**src/rtl/prbs31_burst_ctrl_if.sv**
```systemverilog
// prbs31_burst_ctrl_if
//   Groups the control pins and the PRBS output stream of prbs31_burst_ctrl.
//   Signals:
//     seed_byte/seed_wr   seed load port; bytes are written LSB byte first
//     start/burst_len     start a burst of burst_len bytes
//     abort               terminate the active burst
//     out_byte/out_valid/out_ready   valid/ready PRBS byte stream
//     busy/done/err/remaining        status
//   Modports:
//     master  drives control and out_ready, observes status and stream
//     slave   the controller side
interface prbs31_burst_ctrl_if #(
  parameter int unsigned LEN_W = 16
);
  logic [7:0]       seed_byte;
  logic             seed_wr;
  logic             start;
  logic [LEN_W-1:0] burst_len;
  logic             abort;
  logic             out_ready;
  logic [7:0]       out_byte;
  logic             out_valid;
  logic             busy;
  logic             done;
  logic             err;
  logic [LEN_W-1:0] remaining;

  modport master (
    output seed_byte, seed_wr, start, burst_len, abort, out_ready,
    input  out_byte, out_valid, busy, done, err, remaining
  );

  modport slave (
    input  seed_byte, seed_wr, start, burst_len, abort, out_ready,
    output out_byte, out_valid, busy, done, err, remaining
  );
endinterface

```
**src/rtl/prbs31_burst_ctrl.sv**
```systemverilog
// prbs31_burst_ctrl
//   Burst sequencer around a PRBS31 (x^31 + x^28 + 1) byte generator. A 31-bit
//   seed is shifted in over a byte port; each start reloads the generator from
//   the seed and emits burst_len bytes on a valid/ready stream. Abort ends the
//   burst early; done pulses for one cycle at the end of every burst.
//   Ports:
//     clk    rising-edge clock
//     rst_n  asynchronous reset, active-high (1 = reset asserted)
//     bus    prbs31_burst_ctrl_if slave modport (control, stream, status)
module prbs31_burst_ctrl #(
  parameter int unsigned LEN_W = 16
) (
  input  logic                 clk,
  input  logic                 rst_n,
  prbs31_burst_ctrl_if.slave   bus
);

  typedef enum logic [1:0] {
    S_IDLE,
    S_LOAD,
    S_RUN,
    S_DONE
  } state_e;

  state_e           state_q, state_d;
  logic [31:0]      seed_q, seed_d;
  logic [30:0]      lfsr_q, lfsr_d;
  logic [7:0]       out_byte_q, out_byte_d;
  logic             out_valid_q, out_valid_d;
  logic             err_q, err_d;
  logic [LEN_W-1:0] rem_q, rem_d;

  logic [7:0]       step_byte;
  logic [30:0]      step_next;
  logic             xfer;

  // Eight serial LFSR steps; the first generated bit lands in bit 7.
  function automatic logic [38:0] prbs_step(input logic [30:0] s);
    logic [30:0] t;
    logic [7:0]  by;
    logic        b;
    t  = s;
    by = '0;
    for (int unsigned i = 0; i < 8; i++) begin
      b  = t[30] ^ t[27];
      t  = {t[29:0], b};
      by = {by[6:0], b};
    end
    return {by, t};
  endfunction

  assign {step_byte, step_next} = prbs_step(lfsr_q);
  assign xfer = out_valid_q & bus.out_ready;

  always_ff @(posedge clk or posedge rst_n) begin
    if (rst_n) begin
      state_q     <= S_IDLE;
      seed_q      <= 32'h7FFF_FFFF;
      lfsr_q      <= '0;
      out_byte_q  <= '0;
      out_valid_q <= 1'b0;
      err_q       <= 1'b0;
      rem_q       <= '0;
    end else begin
      state_q     <= state_d;
      seed_q      <= seed_d;
      lfsr_q      <= lfsr_d;
      out_byte_q  <= out_byte_d;
      out_valid_q <= out_valid_d;
      err_q       <= err_d;
      rem_q       <= rem_d;
    end
  end

  always_comb begin
    state_d     = state_q;
    seed_d      = seed_q;
    lfsr_d      = lfsr_q;
    out_byte_d  = out_byte_q;
    out_valid_d = out_valid_q;
    err_d       = err_q;
    rem_d       = rem_q;

    // Seed writes are only accepted while idle; anywhere else they are flagged.
    if (bus.seed_wr) begin
      if (state_q == S_IDLE) begin
        seed_d = {bus.seed_byte, seed_q[31:8]};
      end else begin
        err_d = 1'b1;
      end
    end

    unique case (state_q)
      S_IDLE: begin
        if (bus.start) begin
          if (seed_q[30:0] == '0) begin
            err_d = 1'b1;
          end else if (bus.burst_len == '0) begin
            rem_d   = '0;
            state_d = S_DONE;
          end else begin
            lfsr_d  = seed_q[30:0];
            rem_d   = bus.burst_len;
            state_d = S_LOAD;
          end
        end
      end

      S_LOAD: begin
        if (bus.start) begin
          err_d = 1'b1;
        end
        out_byte_d  = step_byte;
        lfsr_d      = step_next;
        out_valid_d = 1'b1;
        state_d     = S_RUN;
      end

      S_RUN: begin
        if (bus.start) begin
          err_d = 1'b1;
        end
        // A transfer coinciding with abort still counts, but nothing new is issued.
        if (xfer) begin
          rem_d = rem_q - LEN_W'(1);
        end
        if (bus.abort) begin
          out_valid_d = 1'b0;
          state_d     = S_DONE;
        end else if (xfer) begin
          if (rem_q == LEN_W'(1)) begin
            out_valid_d = 1'b0;
            state_d     = S_DONE;
          end else begin
            out_byte_d = step_byte;
            lfsr_d     = step_next;
          end
        end
      end

      S_DONE: begin
        state_d = S_IDLE;
      end

      default: begin
        state_d = S_IDLE;
      end
    endcase
  end

  assign bus.out_byte  = out_byte_q;
  assign bus.out_valid = out_valid_q;
  assign bus.busy      = (state_q == S_LOAD) || (state_q == S_RUN);
  assign bus.done      = (state_q == S_DONE);
  assign bus.err       = err_q;
  assign bus.remaining = rem_q;

endmodule

```
**src/flat_wrapper.sv**
```systemverilog
// flat-port wrapper written by rule: the top's interface ports become plain ports
module prbs31_burst_ctrl_flat 
#(
  parameter int unsigned LEN_W = 16
)
  (clk, rst_n, bus_seed_byte, bus_seed_wr, bus_start, bus_burst_len, bus_abort, bus_out_ready, bus_out_byte, bus_out_valid, bus_busy, bus_done, bus_err, bus_remaining);
  prbs31_burst_ctrl_if #(.LEN_W(LEN_W)) bus_i ();
  input  logic clk;
  input  logic rst_n;
  input wire logic [$bits(bus_i.seed_byte)-1:0] bus_seed_byte;
  input wire logic [$bits(bus_i.seed_wr)-1:0] bus_seed_wr;
  input wire logic [$bits(bus_i.start)-1:0] bus_start;
  input wire logic [$bits(bus_i.burst_len)-1:0] bus_burst_len;
  input wire logic [$bits(bus_i.abort)-1:0] bus_abort;
  input wire logic [$bits(bus_i.out_ready)-1:0] bus_out_ready;
  output wire logic [$bits(bus_i.out_byte)-1:0] bus_out_byte;
  output wire logic [$bits(bus_i.out_valid)-1:0] bus_out_valid;
  output wire logic [$bits(bus_i.busy)-1:0] bus_busy;
  output wire logic [$bits(bus_i.done)-1:0] bus_done;
  output wire logic [$bits(bus_i.err)-1:0] bus_err;
  output wire logic [$bits(bus_i.remaining)-1:0] bus_remaining;
  assign bus_i.seed_byte = bus_seed_byte;
  assign bus_i.seed_wr = bus_seed_wr;
  assign bus_i.start = bus_start;
  assign bus_i.burst_len = bus_burst_len;
  assign bus_i.abort = bus_abort;
  assign bus_i.out_ready = bus_out_ready;
  assign bus_out_byte = bus_i.out_byte;
  assign bus_out_valid = bus_i.out_valid;
  assign bus_busy = bus_i.busy;
  assign bus_done = bus_i.done;
  assign bus_err = bus_i.err;
  assign bus_remaining = bus_i.remaining;
  prbs31_burst_ctrl #(.LEN_W(LEN_W)) u_core (.clk(clk), .rst_n(rst_n), .bus(bus_i));
endmodule
```
**config.mk**
```make
export PLATFORM = sky130hd
export DESIGN_NAME = prbs31_burst_ctrl_flat
export DESIGN_NICKNAME = d
export VERILOG_FILES = /design/src/rtl/prbs31_burst_ctrl_if.sv /design/src/rtl/prbs31_burst_ctrl.sv /design/src/flat_wrapper.sv
export SDC_FILE = /design/constraint.sdc
export NUM_CORES = 1
export LEC_CHECK = 0
export ABC_AREA = 1
export CAP_MARGIN = 5
export CORE_MARGIN = 4
export CORE_UTILIZATION = 61
export CTS_CLUSTER_SIZE = 20
export DETAILED_ROUTE_END_ITERATION = 12
export GPL_ROUTABILITY_DRIVEN = 0
export GPL_TIMING_DRIVEN = 0
export PLACE_DENSITY = 0.95
export SLEW_MARGIN = 30
export SYNTH_ARGS = -nofsm -noshare
export SYNTH_HDL_FRONTEND = slang
export SYNTH_SLANG_ARGS = --single-unit
```
**constraint.sdc**
```tcl
create_clock -name clk -period 5 [get_ports clk]
set_clock_uncertainty 0.2 [all_clocks]
set_input_delay 1 -clock clk [delete_from_list [all_inputs] [get_ports clk]]
set_output_delay 1 -clock clk [all_outputs]
set_load 0.02 [all_outputs]
```
==> impl_metrics.toml <==
[run_status]
status = "finished clean"

[placement]
dpl-instance-area_um2 = 5924
placedCellCount = 829
portBuffers = 57
dp_slack_ps = 2180
dp_hpwl_um = 10090

[clock_tree]
tritoncts = "done"
clkSinkCount = 91
cts_hold_buffers = 0
clockBufferDepth = 2
cts_buffers = 9
cts_setup_buffers = 0
cts.clk_slew.worst_paths_ps = 90
clk-insertion-delay-late_ps = 380
htree_levels = 3
cts_root_buf = "clkbuf_8"
cts_resized = 0

[synthesis]
ys_types = 33
synth_area_um2 = 5190
ys_seq_elements = 91
ys_warn_count = 0
synth_fp_nets = 702
avgSynthCellArea_um2 = 7.793
ys_seq_area_share_pct = 44.62
syn_inst = 666

[sta]
rsz0062_at_grt = "false"
finalSetupViolations = 0
final.setup.worst_slack_ps = 1870
final.setup.tns_ps = 0
holdWs_ps = 297.2
period_share_pct = 62.60
slew_violations = 0
hold_viol_final = 0
final.min_clock_period_ps = 3130
relSlewSlack_pct = 64.44
max_freq_mhz = 319.5
worst_pin_slew_ps = 533.4

[floorplanning]
die_area_um2 = 10050
rows = 33
die_h_um = 100.2
ioPinCount = 58
initial_core_util_pct = 62.85
fp.coreArea_um2 = 8258
die_x_um = 100.2

[power_and_ir_drop]
combPwrFrac_pct = 57.8
p_clk_share_pct = 11.5
switching_share_pct = 48.41
p_int_mw = 2.552
powerDensity_nw_per_um2 = 804.6
vdd_drop_max_v = 0.0004289
finalPower_mw = 4.948
p_seq_share_pct = 30.6
power.leakage_nw = 2.906
power.switching_mw = 2.396

[critical_path]
critPathRequiredTime_ps = 3800
path_class = "reg -> out"
crit_family = "buffers and inverters"
cp_slowest_cell = "clkdlybuf4s50_1"
worstSetupStartpointType = "flip-flop"
max_stage_delay_ps = 650
worstSetupEndpointType = "output port"
crit_buf_inv = 2
crit_fanout = 4
arrival_ps = 1930
path_cells = "inv_1, ha_1, clkdlybuf4s50_1"

[global_route]
grt_pass1_vias = 4721
antenna_found_initial = 0
grt_max_degree = 75
grt_overflow = 0
grt_pass1_wl_um = 22320
track_usage_pct = 28.05

[finish]
final_cells = 845
num-nets-final = 771
final_core_util_pct = 74.47
nFillCells = 582
area_growth_pct = 18.49
seqCellArea_um2 = 2316
layout_common_cells = "nand2_1, nand2_2, nor2_1, dfrtp_1, o21ai_0"
multiInputGateArea_um2 = 2455
n_antenna_cell = 0
layout_commonest_cell = "nand2_1"
design_area_um2 = 6150
drive_gt1_share_pct = 20.68

[flow_run]
maxCapViolations = 0

[routing]
postRouteAntennaNets = 0
drcViolationCount = 0
first_pass_iters = 6
wl_per_cell_um = 16.54
totalWireLength_um = 13980
via_per_inst = 5.782
drt_iter0_drc = 453
vias = 4886

[min_path]
min_path_type = "reg -> reg"
## tightest hold or removal path, stage by stage (launching register included)
cell,delay (ps)
dfrtp_1,370
nand2_2,60
nand2_2,40
## area by class of cell
class / count / share of cell area, %
Tap cell: 105 / 2.136
Timing Repair Buffer: 58 / 9.725
Multi-Input combinational cell: 486 / 39.92
Sequential cell: 91 / 37.66
Clock buffer: 11 / 2.299
Clock inverter: 5 / 1.363
Buffer: 33 / 3.398
Inverter: 56 / 3.499
## kinds of logic (layout without fill, tap and decap cells)
logic type | Yosys count | in the layout | synth area share, %
compound gates | 88 | 88 | 8.679
xor+xnor | 11 | 11 | 1.856
fa+ha+maj | 6 | 6 | 1.446
buf+inv | 89 | 163 | 8.076
flops | 91 | 91 | 44.62
mux | 4 | 4 | 0.7956
simple gates | 377 | 377 | 34.52
## Yosys cell counts
master      n  area, um^2
nand2_1   173       649.4
nand2_2    65       406.6
dfrtp_1    60        1501
nor2_1     60       225.2
o21ai_0    59       295.3
inv_1      54       202.7
nand4_1    32       200.2
dfstp_2    31       814.5
nand3_1    29       145.1
o21ai_1    15       75.07
clkbuf_1   12       45.04
a21oi_1    11       55.05
buf_2      11       55.05
xor2_1     11       96.34
nor2_2      7       43.79
ha_1        6       75.07
buf_4       4       30.03
buf_12      3       60.06
mux2i_1     3       30.03
nand2_4     3       33.78
buf_1       2       7.510
inv_2       2       7.510
nand3b_1    2       15.01
nor2_4      2       22.52
a21oi_2     1       8.760
buf_6       1       11.26
mux2_2      1       11.26
nand3_2     1       10.01
nand3_4     1       17.52
nor3_4      1       16.27
o21ai_2     1       8.760
o21bai_1    1       7.510
or2_2       1       6.260
## power by group through the flow
stage               Sequential (mW)  Combinational [mW]  Clock, mW
floorplan                      1.56                1.89          0
global placement               1.49                2.65          0
detailed placement             1.51                2.77          0
CTS                            1.50                2.82      0.572
global route                   1.56                3.11      0.604
finish                         1.51                2.86      0.571
## metal layers
layer,vias up,part of all wire [%],track usage (%),wire length (um)
met4,0,3.2,13.99,448
met3,42,9.0,5.698,1257
li1,2266,-,-,-
met5,-,0,0,0
met1,2303,39,35.73,5445
met2,275,49,45.51,6827
## final timing paths
check,start,endpoint,slack (ps),cells after the start
max,u_core.state_q[1],bus_busy,1870,3
min,u_core.lfsr_q[15],u_core.lfsr_q[15],300,2
min reg2reg,u_core.lfsr_q[15],u_core.lfsr_q[15],300,2
max in group asynchronous,rst_n,u_core.seed_q[2],3240,3
min in group asynchronous,rst_n,u_core.bus.remaining[4],720,2
max reg2reg,u_core.state_q[1],u_core.lfsr_q[3],2580,10
## registers in the layout, indices dropped and copies added, names as in the netlist
signal                count
u_core.state_q            2
u_core.lfsr_q            31
u_core.bus.err            1
u_core.bus.out_byte       8
u_core.seed_q            32
u_core.bus.remaining     16
u_core.bus.out_valid      1
Note: power is estimated with default switching activity, not from simulation.
